==> config.mk <==
export PLATFORM = sky130hd
export DESIGN_NAME = bless_inject
export DESIGN_NICKNAME = d
export VERILOG_FILES = /design/src/rtl/bless_inject.sv
export SDC_FILE = /design/constraint.sdc
export NUM_CORES = 1
export LEC_CHECK = 0
export ABC_AREA = 1
export CORE_MARGIN = 4
export CORE_UTILIZATION = 36
export DETAILED_ROUTE_END_ITERATION = 6
export MAX_ROUTING_LAYER = met4
export PLACE_DENSITY = 0.63
export SLEW_MARGIN = 20
export SYNTH_ARGS = -nofsm -noshare
export SYNTH_HDL_FRONTEND = slang
export SYNTH_SLANG_ARGS = --single-unit
==> constraint.sdc <==
create_clock -name clk -period 4.2 [get_ports clk]
set_input_delay 0.84 -clock clk [delete_from_list [all_inputs] [get_ports clk]]
set_output_delay 0.84 -clock clk [all_outputs]
set_load 0.02 [all_outputs]
==> src/rtl/bless_inject.sv <==
//==============================================================================
// Module   : bless_inject
// Purpose  : Local injection port for a bufferless mesh router: aged FIFO,
//            route-compute control word, self-addressed loopback.
// Revision : 1.0
//==============================================================================
`default_nettype none

module bless_inject #(
  parameter int DATA_W = 32,
  parameter int DEPTH  = 4
) (
  input  logic                     clk,
  input  logic                     rst,
  input  logic [1:0]               addrx,
  input  logic [1:0]               addry,
  input  logic                     req_valid,
  output logic                     req_ready,
  input  logic [1:0]               req_destx,
  input  logic [1:0]               req_desty,
  input  logic [DATA_W-1:0]        req_data,
  input  logic                     slot_free,
  output logic                     inj_valid,
  output logic [12:0]              inj_control,
  output logic [DATA_W-1:0]        inj_data,
  output logic                     loop_valid,
  output logic [DATA_W-1:0]        loop_data,
  output logic [$clog2(DEPTH):0]   occupancy
);

  localparam int AW = $clog2(DEPTH);
  localparam int CW = AW + 1;

  localparam logic [CW-1:0] c_full    = CW'(DEPTH);
  localparam logic [AW-1:0] c_ptr_one = AW'(1);
  localparam logic [3:0]    c_age_max = 4'hF;

  // Per-entry storage
  logic [1:0]        r_destx [DEPTH];
  logic [1:0]        r_desty [DEPTH];
  logic [DATA_W-1:0] r_data  [DEPTH];
  logic [3:0]        r_age   [DEPTH];
  logic [DEPTH-1:0]  r_vld;

  logic [AW-1:0]     r_wr_ptr;
  logic [AW-1:0]     r_rd_ptr;
  logic [CW-1:0]     r_count;

  logic              r_inj_valid;
  logic [12:0]       r_inj_control;
  logic [DATA_W-1:0] r_inj_data;
  logic              r_loop_valid;
  logic [DATA_W-1:0] r_loop_data;

  logic              w_push;
  logic              w_pop;
  logic              w_not_empty;
  logic              w_head_local;
  logic [1:0]        w_head_destx;
  logic [1:0]        w_head_desty;
  logic [DATA_W-1:0] w_head_data;
  logic [3:0]        w_head_age_inc;

  assign req_ready   = (r_count != c_full);
  assign w_not_empty = (r_count != '0);
  assign w_push      = req_valid && req_ready;

  assign w_head_destx = r_destx[r_rd_ptr];
  assign w_head_desty = r_desty[r_rd_ptr];
  assign w_head_data  = r_data[r_rd_ptr];

  // The flit reports the age it reaches at the pop edge itself.
  assign w_head_age_inc = (r_age[r_rd_ptr] == c_age_max) ? c_age_max
                                                          : r_age[r_rd_ptr] + 4'd1;

  assign w_head_local = ({w_head_destx, w_head_desty} == {addrx, addry});

  // A local head drains regardless of the router; a network head waits for a slot.
  assign w_pop = w_not_empty && (w_head_local || slot_free);

  always_ff @(posedge clk or negedge rst) begin
    if (!rst) begin
      for (int i = 0; i < DEPTH; i++) begin
        r_destx[i] <= '0;
        r_desty[i] <= '0;
        r_data[i]  <= '0;
        r_age[i]   <= '0;
      end
      r_vld    <= '0;
      r_wr_ptr <= '0;
      r_rd_ptr <= '0;
      r_count  <= '0;
    end else begin
      for (int i = 0; i < DEPTH; i++) begin
        if (r_vld[i] && (r_age[i] != c_age_max)) begin
          r_age[i] <= r_age[i] + 4'd1;
        end
        if (w_push && (r_wr_ptr == AW'(i))) begin
          r_destx[i] <= req_destx;
          r_desty[i] <= req_desty;
          r_data[i]  <= req_data;
          r_age[i]   <= 4'd0;
        end
      end

      // Push and pop never target the same slot: push needs a free slot, pop an occupied one.
      if (w_pop) begin
        r_vld[r_rd_ptr] <= 1'b0;
        r_rd_ptr        <= r_rd_ptr + c_ptr_one;
      end
      if (w_push) begin
        r_vld[r_wr_ptr] <= 1'b1;
        r_wr_ptr        <= r_wr_ptr + c_ptr_one;
      end

      case ({w_push, w_pop})
        2'b10:   r_count <= r_count + CW'(1);
        2'b01:   r_count <= r_count - CW'(1);
        default: r_count <= r_count;
      endcase
    end
  end

  always_ff @(posedge clk or negedge rst) begin
    if (!rst) begin
      r_inj_valid   <= 1'b0;
      r_inj_control <= '0;
      r_inj_data    <= '0;
      r_loop_valid  <= 1'b0;
      r_loop_data   <= '0;
    end else begin
      r_inj_valid   <= 1'b0;
      r_inj_control <= '0;
      r_inj_data    <= '0;
      r_loop_valid  <= 1'b0;
      r_loop_data   <= '0;
      if (w_pop && w_head_local) begin
        r_loop_valid <= 1'b1;
        r_loop_data  <= w_head_data;
      end else if (w_pop) begin
        r_inj_valid   <= 1'b1;
        r_inj_control <= {1'b1, addrx, addry, w_head_destx, w_head_desty, w_head_age_inc};
        r_inj_data    <= w_head_data;
      end
    end
  end

  assign inj_valid   = r_inj_valid;
  assign inj_control = r_inj_control;
  assign inj_data    = r_inj_data;
  assign loop_valid  = r_loop_valid;
  assign loop_data   = r_loop_data;
  assign occupancy   = r_count;

endmodule

`default_nettype wire

==> results of run 1 <==
[synth_stat cells]
cell type | count | area (um2)
xnor2_1 | 1 | 8.76
ha_1 | 14 | 175
nand3_2 | 1 | 10.0
a22o_1 | 1 | 8.76
and2_1 | 1 | 6.26
buf_2 | 32 | 160
buf_6 | 4 | 45.0
nand2_2 | 3 | 18.8
o21ai_0 | 161 | 806
fa_1 | 1 | 20.0
nor3_1 | 4 | 20.0
nand3_1 | 30 | 150
dfrtp_1 | 249 | 6230
xor2_1 | 2 | 17.5
buf_1 | 7 | 26.3
buf_4 | 2 | 15.0
clkbuf_1 | 20 | 75.1
inv_1 | 65 | 244
a32o_1 | 32 | 320
nand2_1 | 317 | 1190
nor2_1 | 99 | 372
inv_2 | 3 | 11.3
nor3b_1 | 1 | 7.51
a21oi_1 | 47 | 235
[final timing paths]
kind | start | endpoint | cells past startpoint | slack [ns]
max reg2reg | r_rd_ptr[0] | occupancy[2] | 17 | 1.23
min in group clk | r_data[64] | r_data[64] | 2 | 0.48
min reg2reg | r_data[64] | r_data[64] | 2 | 0.48
min | rst | loop_valid | 1 | 0.34
max | r_rd_ptr[0] | occupancy[2] | 17 | 1.23
max in group asynchronous | rst | r_data[63] | 2 | 2.90
[flip-flops by register name, indices dropped and copies added, names as in the netlist, 3 cells and up]
signal	cells
r_age	16
r_destx	8
inj_data	32
r_vld	4
loop_data	32
occupancy	3
r_desty	8
inj_control	13
r_data	128
[power groups by stage]
stage,registers (mW),clock network [mW],logic [mW]
after floorplan,4.21,0,2.40
after detailed placement,4.00,0,4.01
after CTS,3.97,2.52,4.02
after global routing,4.10,2.62,4.50
after global placement,3.99,0,3.91
final,3.97,2.46,3.96
[area by class of cell]
| class | instances | area [um2] | area share |
|---|---|---|---|
| Inverter | 68 | 255 | 0.0201 |
| Multi-Input combinational cell | 715 | 3380 | 0.266 |
| Clock inverter | 17 | 218 | 0.0172 |
| Timing Repair Buffer | 146 | 1420 | 0.112 |
| Clock buffer | 33 | 718 | 0.0566 |
| Tap cell | 378 | 473 | 0.0373 |
| Sequential cell | 249 | 6230 | 0.491 |
[critical path, delay by kind of cell (launching register included)]
family,cells,cell delay [ns]
XOR/XNOR,1,0.16
AND/OR/NAND/NOR,9,0.84
AO/OA/AOI/OAI,2,0.25
flip-flops,1,0.47
adder cells (fa/ha/maj),2,0.52
buffers and inverters,3,0.59
[through the flow]
stage	setup WS [ns]	util	hold WS (ns)
finish	1.23	0.456	0.345
global placement	1.07	0.422	0.466
global route	0.919	0.456	0.412
detailed placement	1.04	0.422	0.473
CTS	1.24	0.456	0.414
floorplan	1.71	-	0.442
[cells by family after synthesis]
| family | count (synthesis) | synth area share |
|---|---|---|
| AO/OA/AOI/OAI | 241 | 0.135 |
| XOR/XNOR | 3 | 0.00258 |
| adder cells (fa/ha/maj) | 15 | 0.0192 |
| buffers and inverters | 133 | 0.0567 |
| flip-flops | 249 | 0.612 |
| AND/OR/NAND/NOR | 456 | 0.174 |
[layer usage]
metal | part of all wire | wire, um
met1 | 0.46 | 10900
met2 | 0.47 | 11100
met3 | 0.047 | 1100
met4 | 0.014 | 333
met5 | 0 | 0
[placed cells by master (no fill, tap or decap)]
| cell type | instances |
|---|---|
| xor2_1 | 2 |
| nor3_1 | 4 |
| clkbuf_8 | 2 |
| nor3b_1 | 1 |
| clkinvlp_4 | 4 |
| nand3_1 | 30 |
| nand2_1 | 313 |
| dfrtp_1 | 248 |
| xnor2_1 | 1 |
| clkinv_4 | 4 |
| dfrtp_4 | 1 |
| ha_1 | 14 |
| buf_8 | 1 |
| clkinv_2 | 3 |
| buf_4 | 20 |
| nor2_1 | 99 |
| o21ai_0 | 161 |
| a21oi_1 | 47 |
| fa_1 | 1 |
| clkdlybuf4s50_1 | 125 |
| inv_6 | 2 |
| clkbuf_16 | 27 |
| inv_2 | 3 |
| nand3_2 | 1 |
| and2_1 | 1 |
| bufinv_16 | 4 |
| clkbuf_1 | 4 |
| inv_1 | 65 |
| a22o_1 | 1 |
| a32o_1 | 32 |
| nand2_2 | 7 |
==> results.ini, run 1 <==
[detailed_routing]
wl_per_cell_um = 14.6
viasPerCell = 4.76
routed_wl_mm = 23.4
dr.pass1.iters = 5
routed-via-count = 7651
drcViolationCount = 0
ant_nets = 0
drt-initial-drc-count = 551

[finish]
postLayoutCellArea_mm2 = 0.0127
fin_nets = 1266
syn_to_final_growth_pct = 24.7
n_antenna_cell = 0
stdcell_count = 1606
fillers = 2659
drive_above_1_share = 0.0643

[flow_run]
drv_cap = 0

[critical_path]
critPathMostFrequentCell = nand2_1
required_ns = 4.60
end_kind = flip-flop
path_cells = inv_2 -> nand2_1 -> nand3_1 -> nand2_1 -> nand2_1 -> nand2_1 -> nor2_1 -> nand2_2 -> nand2_2 -> nand2_1 -> inv_1 -> ha_1 -> inv_1 -> fa_1 -> a21oi_1 -> o21ai_0 -> xor2_1
cp_slowest_stage_delay_ns = 0.47
arrival_ns = 3.37
critPathKind = reg -> reg
cp_slowest_cell = dfrtp_4
critPathMaxFanout = 30
cp-start-kind = flip-flop

[sta]
tns_ns = 0
maxSlewHeadroom = 0.423
fin_worst_skew_ns = 0.00854
fmax_ghz = 0.337
hold_viol_final = 0
max_slew.worst_pin.slew_ns = 0.866
finalCritPeriodShare = 0.707
maxSlewViolCount = 0
post-route-min-period_ns = 2.97
setup_viol = 0
rsz0062_at_grt = no

[place]
io_buffers = 126
dpl.hpwl_mm = 15.1
place_area_mm2 = 0.0118
routabilityCongestion = 0.790
dp_cells = 1556

[logic_synthesis]
avgSynthCellArea_um2 = 9.27
yosys_warnings = 0
syn_inst = 1097
synth_fp_nets = 1156
synth_area_mm2 = 0.0102
yosysUniqueCellTypes = 24
ys_seq_area_frac = 0.612
synth_seq_cells = 249

[power]
pwr-share-comb = 0.381
powerDensity_mw_per_mm2 = 818
ir_drop_uv = 354
p_sw_frac = 0.378
seq_power_share = 0.382
switching_power_mw = 3.93
power_frac_clock = 0.237
intPower_mw = 6.46
leakage_nw = 6.04
p_total_mw = 10.4

[clock_tree]
path_clk_slew_ns = 0.06
cts_made_buffers = 27
cts_max_level = 1
cts_setup_buffers = 0
insertion_delay_ns = 0.53
cts_tree = built
ctsResizeCount = 0
cts-root-buf = clkbuf_16
clk_path_buf_depth = 3
ctsHoldBuffers = 0
clock_sinks = 249

[global_routing]
track_usage = 0.158
grt_max_degree = 113
use_met3 = 0.0223
grt_util_met1 = 0.216
overflow = 0
antenna_found_initial = 0
grt_pass1_wl_mm = 39.3
grt_pass1_vias = 7566
grtUsageMet2 = 0.254
grt-busiest-layer = met2

[outcome]
status = finished, final reports clean

[die]
initial_core_util = 0.365
die_h_um = 176
die-area_mm2 = 0.0310
fp.dieW_um = 176
rows = 61
coreArea_mm2 = 0.0279
io_pins = 127

[min_path]
hold_path.class = in -> async

No activity file was read; power rests on OpenSTA's default activity.
==> inputs of run 2 (changes only) <==
==> constraint.sdc (replaced) <==
create_clock -name clk -period 2.78 [get_ports clk]
set_input_delay 0.556 -clock clk [delete_from_list [all_inputs] [get_ports clk]]
set_output_delay 0.556 -clock clk [all_outputs]
set_load 0.02 [all_outputs]
==> run 2 against run 1 <==
- sequential share of layout area is 0.79 points lower
- critical path depth is the same
- clock power up 56%
- register-to-register slack worse by 0.99 ns
- critical path type unchanged
- highest routed layer unchanged
==> results.ini, run 2 (synthesis gave the netlist of run 1 again) <==
[critical_path]
cp-start-kind = flip-flop  ; unchanged
required_ns = 3.17  ; was 4.60 ns
end_kind = flip-flop  ; unchanged
r2r_cells = 17  ; unchanged
arrival_ns = 2.94  ; was 3.37 ns
rr_startpoint = r_rd_ptr[0]  ; unchanged
critPathMaxFanout = 12  ; was 30
critPathKind = reg -> reg  ; unchanged
worst_setup_path_startpoint = r_rd_ptr[0]  ; unchanged

[finish]
fillers = 2654  ; was 2659
fin_nets = 1276  ; was 1266
final_cell_mix = nand2_1 (313), dfrtp_1 (248), o21ai_0 (161), clkdlybuf4s50_1 (125), nor2_1 (99)  ; unchanged
drive_above_1_share = 0.0695  ; was 0.0643
syn_to_final_growth_pct = 26.8  ; was 24.7%
final_common_cell = nand2_1  ; unchanged
largest_register_ffs = 128  ; unchanged
regMostFlops = r_data  ; unchanged
n_antenna_cell = 0  ; unchanged

[detailed_routing]
drt-initial-drc-count = 478  ; was 551
dr.pass1.iters = 5  ; unchanged
wl_per_cell_um = 14.5  ; was 14.6 um
ant_nets = 0  ; unchanged
routed_wl_mm = 23.4  ; about the same
drcViolationCount = 0  ; unchanged
viasPerCell = 4.73  ; was 4.76
routed-via-count = 7649  ; was 7651

[global_routing]
grt_pass1_wl_mm = 39.3  ; about the same
grt_pass1_vias = 7697  ; was 7566
overflow = 0  ; unchanged
grt_max_degree = 78  ; was 113
track_usage = 0.157  ; was 0.158
antenna_found_initial = 0  ; unchanged

[clock_tree]
cts_setup_buffers = 0  ; unchanged
insertion_delay_ns = 0.52  ; was 0.53 ns
path_clk_slew_ns = 0.06  ; about the same
cts_made_buffers = 27  ; unchanged
clk_path_buf_depth = 3  ; unchanged
clock_sinks = 249  ; unchanged
cts_max_level = 1  ; unchanged
cts-root-buf = clkbuf_16  ; unchanged
cts_tree = built  ; unchanged

[sta]
setup_viol = 0  ; unchanged
fmax_ghz = 0.393  ; was 0.337 GHz
fin_worst_skew_ns = 0.0153  ; was 0.00854 ns
hold_viol_final = 0  ; unchanged
post-route-min-period_ns = 2.54  ; was 2.97 ns
maxSlewHeadroom = 0.432  ; was 0.423
fin_ws_ns = 0.237  ; was 1.23 ns
maxSlewViolCount = 0  ; unchanged
rsz0062_at_grt = no  ; unchanged
tns_ns = 0  ; unchanged
max_slew.worst_pin.slew_ns = 0.852  ; was 0.866 ns
finalCritPeriodShare = 0.915  ; was 0.707

[flow_run]
drv_cap = 0  ; unchanged

[power]
intPower_mw = 10.1  ; was 6.46 mW
pwr-share-comb = 0.383  ; was 0.381
ir_drop_uv = 583  ; was 354 uV
leakage_nw = 6.15  ; was 6.04 nW
p_total_mw = 15.9  ; was 10.4 mW
p_sw_frac = 0.368  ; was 0.378
powerDensity_mw_per_mm2 = 1240  ; was 818 mW/mm2
seq_power_share = 0.376  ; was 0.382
power_frac_clock = 0.241  ; was 0.237
switching_power_mw = 5.87  ; was 3.93 mW

[place]
dpl.hpwl_mm = 14.7  ; was 15.1 mm
io_buffers = 126  ; unchanged
pre_cts_ws_ns = 0.00392  ; was 1.04 ns
routabilityCongestion = 0.823  ; was 0.790

[die]
initial_core_util = 0.365  ; unchanged
rows = 61  ; unchanged
die-area_mm2 = 0.0310  ; unchanged
coreArea_mm2 = 0.0279  ; unchanged
fp.dieW_um = 176  ; unchanged
io_pins = 127  ; unchanged
die_h_um = 176  ; unchanged

[min_path]
hold_path.class = in -> async  ; unchanged

[outcome]
status = finished, final reports clean  ; unchanged

## run 2: cell count changes in the layout (fill, tap and decap cells not counted)
cell        previous run  this run
buf_4                 20        22
clkbuf_1               4         7
clkinvlp_4             4         1
clkbuf_8               2         7
buf_6                  0         1
bufinv_16              4         5
inv_2                  3         2
buf_12                 0         7
inv_4                  0         1
clkinv_4               4         0
inv_6                  2         1
clkinv_2               3         2
## run 2: cell type report
class | instances | area, um2 | share of cell area
clock buffer | 41 | 798 | 0.0619
clock inverter | 9 | 176 | 0.0137
inverter | 68 | 258 | 0.0200
multi-input combinational | 715 | 3380 | 0.262
sequential | 249 | 6230 | 0.483
tap | 378 | 473 | 0.0367
timing repair buffer | 156 | 1580 | 0.123
## run 2: final timing paths
kind | endpoint | slack [ns]
setup reg to reg | occupancy[2] | 0.24
hold / removal | loop_valid | 0.006
max in group asynchronous | r_destx[1] | 2.04
hold reg to reg | r_vld[3] | 0.48
min in group clk | r_vld[3] | 0.48
setup / recovery | occupancy[2] | 0.24
## run 2: power groups by stage
stage | clock (mW) | sequential [mW] | combinational, mW
floorplan | 0 | 6.36 | 3.63
finish | 3.84 | 5.99 | 6.10
CTS | 3.95 | 5.99 | 6.19
global route | 4.08 | 6.18 | 6.93
detailed placement | 0 | 6.03 | 6.16
global placement | 0 | 6.03 | 6.01
## run 2: metrics by stage
stage	hold WS (ns)	instance area (um2)	instances	util
floorplan	0.260	10200	1097	-
global placement	0.466	11900	1566	0.428
finish	0.00611	12900	1616	0.463
global route	0.0571	12900	1616	0.463
CTS	0.0299	12900	1616	0.463
detailed placement	0.467	11900	1566	0.428
## run 2: critical path, stage by stage, from the launching register on
cell     delay [ns]
dfrtp_4        0.55
inv_4          0.12
nand2_1        0.06
nand3_1        0.09
nand2_1        0.08
nand2_1        0.06
nand2_1        0.04
nor2_1         0.13
nand2_2        0.08
nand2_2        0.07
nand2_1        0.06
inv_1          0.08
ha_1           0.14
inv_1          0.07
fa_1           0.38
a21oi_1        0.14
o21ai_0        0.11
xor2_1         0.15
## run 2: repair_timing
| action | in CTS | in global routing |
|---|---|---|
| gates resized for setup | 0 | 2 |
| endpoints found under the hold margin | 0 | 0 |
| setup endpoints to repair | 0 | 1 |
| hold buffers | 0 | 0 |
## run 2: layer usage
| layer | up-vias | GRT usage | wire length [um] |
|---|---|---|---|
| li1 | 3795 | - | - |
| met1 | 3672 | 0.205 | 10800 |
| met2 | 152 | 0.263 | 11300 |
| met3 | 30 | 0.0242 | 1060 |
| met4 | 0 | 0.0302 | 286 |
| met5 | - | - | 0 |
